==> config.mk <==
export PLATFORM = sky130hd
export DESIGN_NAME = fault_campaign_ctrl
export DESIGN_NICKNAME = d
export VERILOG_FILES = /design/src/rtl/fault_campaign_ctrl.sv
export SDC_FILE = /design/constraint.sdc
export NUM_CORES = 1
export LEC_CHECK = 0
export ABC_AREA = 1
export BUFFER_PORTS_ARGS = -buffer_cell sky130_fd_sc_hd__buf_2
export CAP_MARGIN = 10
export CORE_AREA = 3 3 88 90
export DETAILED_ROUTE_END_ITERATION = 16
export DIE_AREA = 0 0 91 93
export GPL_TIMING_DRIVEN = 0
export HOLD_SLACK_MARGIN = 0.08
export PLACE_DENSITY = 0.79
export SLEW_MARGIN = 10
export SYNTH_ARGS = -nofsm -noshare
export SYNTH_HDL_FRONTEND = slang
export SYNTH_SLANG_ARGS = --single-unit
==> constraint.sdc <==
create_clock -name clk -period 2.85 [get_ports clk]
set_input_delay 0.285 -clock clk [delete_from_list [all_inputs] [get_ports clk]]
set_output_delay 0.285 -clock clk [all_outputs]
set_load 0.1 [all_outputs]
==> src/rtl/fault_campaign_ctrl.sv <==
// Fault-campaign sequencer: sweeps vec x node x stuck over top/golden
// and reports first (or every) detection via valid/ready.
// Ports: clk, rst, start | vec, sel, stuck -> DUT | fo, go <- circuits
//        busy, done | det_valid/ready, det_node/stuck/vec | cov_mask, det_count
module fault_campaign_ctrl #(
  parameter int N_IN       = 5,
  parameter int N_NODES    = 16,
  parameter int SETTLE     = 2,
  parameter int REPORT_ALL = 0
) (
  input  logic                 clk,
  input  logic                 rst,
  input  logic                 start,
  output logic [N_IN-1:0]      vec,
  output logic [4:0]           sel,
  output logic                 stuck,
  input  logic [1:0]           fo,
  input  logic [1:0]           go,
  output logic                 busy,
  output logic                 done,
  output logic                 det_valid,
  input  logic                 det_ready,
  output logic [4:0]           det_node,
  output logic                 det_stuck,
  output logic [N_IN-1:0]      det_vec,
  output logic [2*N_NODES-1:0] cov_mask,
  output logic [5:0]           det_count
);

  localparam int MW = 2 * N_NODES;
  localparam int IW = $clog2(MW);
  localparam int CW = $clog2(SETTLE + 1);

  typedef enum logic [2:0] {
    S_IDLE,
    S_APPLY,
    S_CHECK,
    S_REPORT,
    S_DONE
  } state_t;

  state_t          state, state_n;
  logic [N_IN-1:0] vec_n, dvec_n;
  logic [4:0]      sel_n, dnode_n;
  logic            stuck_n, dstuck_n;
  logic [CW-1:0]   cnt, cnt_n;
  logic [MW-1:0]   mask_n;
  logic [5:0]      count_n;

  logic [5:0]      raw;
  logic [IW-1:0]   idx;
  logic            mism, newbit, last, adv;

  assign busy      = (state == S_APPLY) ||
                     (state == S_CHECK) ||
                     (state == S_REPORT);
  assign done      = (state == S_DONE);
  assign det_valid = (state == S_REPORT);

  // mask bit of the current trial: 2*(sel-1)+stuck
  assign raw    = {sel - 5'd1, stuck};
  assign idx    = IW'(raw);
  assign mism   = (fo != go);
  assign newbit = mism && !cov_mask[idx];
  assign last   = (&vec) && (sel == 5'(N_NODES)) && stuck;

  always_comb begin
    state_n  = state;
    vec_n    = vec;
    sel_n    = sel;
    stuck_n  = stuck;
    cnt_n    = cnt;
    dnode_n  = det_node;
    dstuck_n = det_stuck;
    dvec_n   = det_vec;
    mask_n   = cov_mask;
    count_n  = det_count;
    adv      = 1'b0;

    unique case (state)
      S_IDLE, S_DONE: begin
        if (start) begin
          state_n = S_APPLY;
          vec_n   = '0;
          sel_n   = 5'd1;
          stuck_n = 1'b0;
          cnt_n   = '0;
          mask_n  = '0;
          count_n = '0;
        end
      end
      S_APPLY: begin
        if (cnt == CW'(SETTLE - 1)) state_n = S_CHECK;
        else cnt_n = cnt + CW'(1);
      end
      S_CHECK: begin
        if (newbit) begin
          mask_n[idx] = 1'b1;
          count_n     = det_count + 6'd1;
        end
        if (mism && ((REPORT_ALL != 0) || newbit)) begin
          state_n  = S_REPORT;
          dnode_n  = sel;
          dstuck_n = stuck;
          dvec_n   = vec;
        end else begin
          adv = 1'b1;
        end
      end
      S_REPORT: begin
        if (det_ready) adv = 1'b1;
      end
      default: state_n = S_IDLE;
    endcase

    // stuck rolls into node, node rolls into vector
    if (adv) begin
      cnt_n = '0;
      if (last) begin
        state_n = S_DONE;
        vec_n   = '0;
        sel_n   = 5'd0;
        stuck_n = 1'b0;
      end else begin
        state_n = S_APPLY;
        if (!stuck) begin
          stuck_n = 1'b1;
        end else begin
          stuck_n = 1'b0;
          if (sel == 5'(N_NODES)) begin
            sel_n = 5'd1;
            vec_n = vec + N_IN'(1);
          end else begin
            sel_n = sel + 5'd1;
          end
        end
      end
    end
  end

  always_ff @(posedge clk) begin
    if (rst) begin
      state     <= S_IDLE;
      vec       <= '0;
      sel       <= '0;
      stuck     <= 1'b0;
      cnt       <= '0;
      det_node  <= '0;
      det_stuck <= 1'b0;
      det_vec   <= '0;
      cov_mask  <= '0;
      det_count <= '0;
    end else begin
      state     <= state_n;
      vec       <= vec_n;
      sel       <= sel_n;
      stuck     <= stuck_n;
      cnt       <= cnt_n;
      det_node  <= dnode_n;
      det_stuck <= dstuck_n;
      det_vec   <= dvec_n;
      cov_mask  <= mask_n;
      det_count <= count_n;
    end
  end

endmodule
---- Word level (Yosys, flattened, before mapping) ----
Cells that the tools add are included.
storage, ports and cells
  register bits ........................... 65
  bits of input ports ..................... 8
  output and inout bits ................... 63
  logic and storage cells ................. 92
cells by class
  add/subtract/negate cells ............... 5
  magnitude comparators ................... 2
  equality and inequality tests ........... 14
  muxes and demuxes ....................... 39
  bitwise logic cells ..................... 1
  reductions and logical operators ........ 21
operators with widths
  cell                   count
  $mux W32               2
  $pmux W32 S2           1
  $mux W5                12
  $or A32 B32 Y32        1
  $mux W3                5
  $mux W6                2
  $pmux W3 S4            1
  $pmux W6 S2            1
  $add A5 B1 Y5 const B  2
  $mux W1                9
  $reduce_bool A2 Y1     4
  $add A6 B1 Y6 const B  1
  $eq A3 B2 Y1 const B   2
  $lt A5 B6 Y1 const B   1
  $ne A2 B2 Y1 const B   3
  $ne A3 B2 Y1 const B   2
  $reduce_and A3 Y1      2
  $bmux W1 S5            1
  $demux W1 S5           1
  $eq A5 B5 Y1 const B   1
  $ge A5 B1 Y1 const B   1
  $logic_and A1 B1 Y1    5
  $reduce_and A5 Y1      1
  $mux W2                2
  other kinds (16)       19

---- Longest topological paths before layout ----
  depth in word-level cells ............... 10
  depth in mapped cells ................... 15
  depth with buffers taken out ............ 14

---- Least setup slack after synthesis ----
OpenSTA, ideal clock, no wires.
  path kind ............................... register to register
  start ................................... register state[0]
  end ..................................... register sel[2]
  library setup time ...................... 70 ps
  data arrival time ....................... 3703 ps
  required time ........................... 2780 ps
  slack ................................... -923 ps
  stages on the path, launching flop included .. 8
  path buffers ............................ 1
  clock period less this slack ............ 3773 ps
  cell sequence ........................... dfxtp_1 > inv_1 > nor3_1 > nand2_1 > nand2_2 > buf_6 > nand2_1 > a21oi_1
on the way
  elaborated cells on any way between the ends .. 10
  classes of those cells .................. eq/ne (3); mux (5); reduce/logical (2)
RTL lines
  element                 RTL line  source
  from (decl)             42        state_t state, state_n;
  from (signal assigned)  154       state <= state_n;
  $eq A3 B2 Y1            --
  via det_valid           21        output logic det_valid,
  $pmux W1 S2             80        unique case (state)
  $mux W5                 117       if (adv) begin
  to (signal assigned)    156       sel <= sel_n;
  to (decl)               15        output logic [4:0] sel,
The timed path passes the listed nets, and every way through them passes these cells.
A chain may end at the register's enable or synchronous reset.

---- Worst setup path after layout ----
  start ................................... register sel[1]
  end ..................................... register state[2]
on the way
  cells in the longest elaborated chain, start to end .. 10
  elaborated cells on any way between the ends .. 18
  classes of those cells .................. add/sub (1); eq/ne (5); mux (6); reduce/logical (6)
RTL lines
  element                                               RTL line  source
  $sub A4 B1 Y4                                         61        assign raw = {sel - 5'd1, stuck};
  $bmux W1 S5                                           64        assign newbit = mism && !cov_mask[idx];
  $mux W1 (not written as such)                         64
  $logic_not A1 Y1                                      64
  $logic_and A1 B1 Y1                                   64
  $logic_and A1 B1 Y1                                   101       if (mism && ((REPORT_ALL != 0) || newbit)) begin
  $mux W1                                               101
  $pmux W1 S2                                           80
  $ne A3 B2 Y1 (no line), or another cell as far along  --
  $reduce_and A4 Y1 (no line)                           --
Parallel ways exist; a longest one is shown, timed or not. The select of a mux whose other input is x is not followed.

==> impl_metrics.yaml <==
floorplanning:
  top_level_ports: 71
  num_rows: 31
  design.core.area_um2: 7140
  initial_core_util_pct: 49.0
  chipHeight_um: 93
  die-area_um2: 8460
  die_w_um: 91
placement:
  placement.io_buffers: 69
  preCtsSetupSlack_ns: 0.271
  dp_hpwl_um: 6770
  routabilityCongestion: 0.911
finish:
  n_antenna_cell: 0
  finalNetCount: 620
  layout-drive-gt1-share_pct: 19.9
  post-route-util_pct: 58.2
  number_of_filler_cells_placed_in_the_layout: 714
  area_delta_synth_final_pct: 18.8
synth:
  synthesis.instances: 525
  synth_cell_types: 29
  simple_gate_share_of_the_synthesized_area_pct: 33.6
  syn-cell-area_um2: 3500
  synth.yosys.seq_area_share_pct: 37.2
  yosysTopAreaCellShare_pct: 37.2
  xor_and_xnor_fraction_of_the_mapped_netlist_area_pct: 2.25
  yosys_warnings: 0
  ys_top_cells_by_area: "dfxtp_1, nand3_1, nand2_1"
  number_of_flops_mapped_to_enable_cells_by_yosys: 0
  post_synthesis_compound_gate_area_fraction_pct: 12.4
  synth_top_family_by_area: "simple AND/OR/NAND/NOR gates"
  yosys-top-cells-count: "nand2_1, nor2_1, nand3_1"
  synth-seq-cells: 65
  syn_avg_cell_area_um2: 6.66
  synthesis.nets: 540
  synth.mux.area_fraction_pct: 0
  synth-async-reset-ratio_pct: 0
  adder_cell_area_share_of_the_yosys_netlist_pct: 2.50
  most_used_standard_cell_by_instance_count_after_synthesis: "nand2_1"
  yosys.area.top_type: "dfxtp_1"
  yosys_most_used_dff: "dfxtp_1"
global_routing:
  antenna_found_initial: 0
  globalRouteOverflowTotal: 0
  track_usage_pct: 22.5
  grt_pass1_vias: 3401
  grt_max_degree: 12
  global_route_wire_length_before_repair_um: 15500
timing:
  rsz0062_at_grt: "no"
  final_critical_path_setup_slack_ns: 0.209
  setup_total_negative_slack_ns: 0
  worst_clock_skew_ns: 0.00933
  final_min_period_over_clock_period_pct: 92.7
  slew_violations: 0
  fin_crit_ns: 2.64
  finalSetupViolCount: 0
  transition_at_the_pin_with_the_smallest_max_transition_slack_ns: 0.504
  timing.final.hold_violations: 0
  slew-limit-headroom_pct: 66.4
  achievable-frequency_mhz: 379
  hold_slack_ns: 0.320
critical_path:
  worstSetupStartpointType: "flip-flop"
  path_max_fanout: 10
  timing.critical_path.mode_cell: "nand2_1"
  critical-path-slowest-cell: "ha_1"
  critical_path.max_stage_delay_ns: 0.41
  worstSetupPathDepth: 14
  critPathRequiredTime_ns: 3.06
  critPathTopFamily: "simple AND/OR/NAND/NOR gates"
  worstSetupPathType: "flip-flop to flip-flop"
  crit_path_cell_trace: "inv_1 -> ha_1 -> inv_1 -> clkbuf_1 -> nand3_1 -> nand2_1 -> nand2_1 -> nand2_2 -> nand3_4 -> nand2_4 -> nand2_2 -> buf_6 -> nand2_1 -> a21oi_1"
  timing.critical_path.buf_inv: 4
  critPathArrivalTime_ns: 2.85
  critical_path_end_type: "flip-flop"
  r2r.worst_path.cells: 14
power:
  power.share.clock_pct: 22.5
  combinationalPowerShare_pct: 45.6
  internal_power_summed_over_all_cells_uw: 1670
  power_density_nw_per_um2: 778
  ir_drop_v: 0.000472
  power.switching_fraction_pct: 48.2
  switching_power_of_the_nets_uw: 1560
  lkg_pwr_uw: 0.00181
  seq_power_share_pct: 31.8
cts:
  cts_inserted_buffers: 9
  cts_hold_buf: 0
  clock_tree.buffer_depth: 2
  worstSkewPairLatency_ns: 0.35
  cts.htree.levels: 3
  cts_post_setup_buffers_inserted: 0
  cts_tree: "built"
  clock_slew_at_the_register_clock_pins_of_the_worst_setup_and_hold_paths_ns: 0.07
  cts.repair.resized: 0
  ctsRootBufferMaster: "clkbuf_8"
  cts_sinks: 65
drt:
  ant_nets: 0
  wl_per_cell_um: 13.1
  firstDrtPassIters: 5
  detailroute.via_count: 3671
  detail_route.wirelength_um: 9260
  drcViolationCount: 0
  via_per_inst: 5.19
  detailedRoute.firstIterationViolations: 236
hold_path:
  worstHoldPathType: "input port to flip-flop"
  whs_path_cells: 5
run_status:
  status: "finished, final reports clean"
job:
  max-cap-violations: 0
[path summary, 6_finish.rpt]
path | start | end | slack [ns]
worst max-delay path | sel[1] | state[2] | 0.21
worst min-delay path | start | state[0] | 0.32
worst max register to register | sel[1] | state[2] | 0.21
worst min register to register | cov_mask[26] | cov_mask[26] | 0.47
[layout by cell type (no fill, tap or decap), types with 2 or more instances in the layout]
master,count
nand2_4,2
o21ai_1,8
nand3_1,70
nand2_2,5
xor2_1,5
buf_6,7
xnor2_1,4
inv_1,62
a21oi_1,52
nand4_1,5
nor2_1,79
ha_1,7
inv_2,4
o21ai_0,23
buf_1,3
clkbuf_8,12
nor3_1,13
dfxtp_1,63
dfxtp_2,2
nor3_2,2
o22ai_1,2
or2_2,4
buf_4,2
clkbuf_1,10
nand2_1,81
clkinv_2,3
buf_2,74
[kinds of logic (layout without fill, tap and decap cells)]
group                      after synthesis  in the layout
and+or+nand+nor                        264            264
buffers and inverters                   94            178
AOI/OAI and AO/OA                       86             86
DFF                                     65             65
xor gates and xnor gates                 9              9
adders and majority gates                7              7
[cell type report]
cell class	count	area (um2)	share of cell area [%]
Multi-Input combinational cell	366	1780	42.9
Sequential cell	65	1300	31.4
Timing Repair Buffer	69	345	8.31
Inverter	66	248	5.96
Buffer	28	173	4.16
Clock buffer	12	165	3.97
Tap cell	99	124	2.98
Clock inverter	3	15.0	0.361
[through the flow]
step | instances | area, um2 | total power (uW)
2_1_floorplan | 525 | 3510 | 2230
3_3_place_gp | 693 | 3980 | 2490
3_5_place_dp | 693 | 3980 | 2510
4_1_cts | 708 | 4160 | 3230
5_1_grt | 708 | 4160 | 3420
6_report | 708 | 4160 | 3230
[registers in the layout (all words and copies together), names as in the netlist]
| name | flops |
|---|---|
| det_count | 6 |
| vec | 5 |
| sel | 5 |
| cnt | 2 |
| det_node | 5 |
| stuck | 1 |
| state | 3 |
| det_stuck | 1 |
| cov_mask | 32 |
| det_vec | 5 |
[power groups by stage]
stage               Sequential [uW]  Clock [uW]  Combinational, uW
floorplan                      1420           0                804
global placement               1050           0               1440
detailed placement             1050           0               1460
CTS                            1030         734               1470
global route                   1040         783               1600
finish                         1030         729               1480
[routing by layer]
| metal | vias to the layer above | GRT usage (%) | wire (um) |
|---|---|---|---|
| met5 | - | 0 | 0 |
| met4 | 0 | 10.2 | 136 |
| met3 | 14 | 4.51 | 714 |
| met2 | 156 | 37.5 | 4420 |
| met1 | 1652 | 28.2 | 4000 |
| li1 | 1849 | - | - |
[worst min-delay path: cells and delay by family]
| family | cells | cell delay (ns) |
|---|---|---|
| simple gates | 2 | 0.09 |
| buf+inv | 2 | 0.16 |
| compound gates | 1 | 0.10 |
No activity file was read; power rests on OpenSTA's default activity.
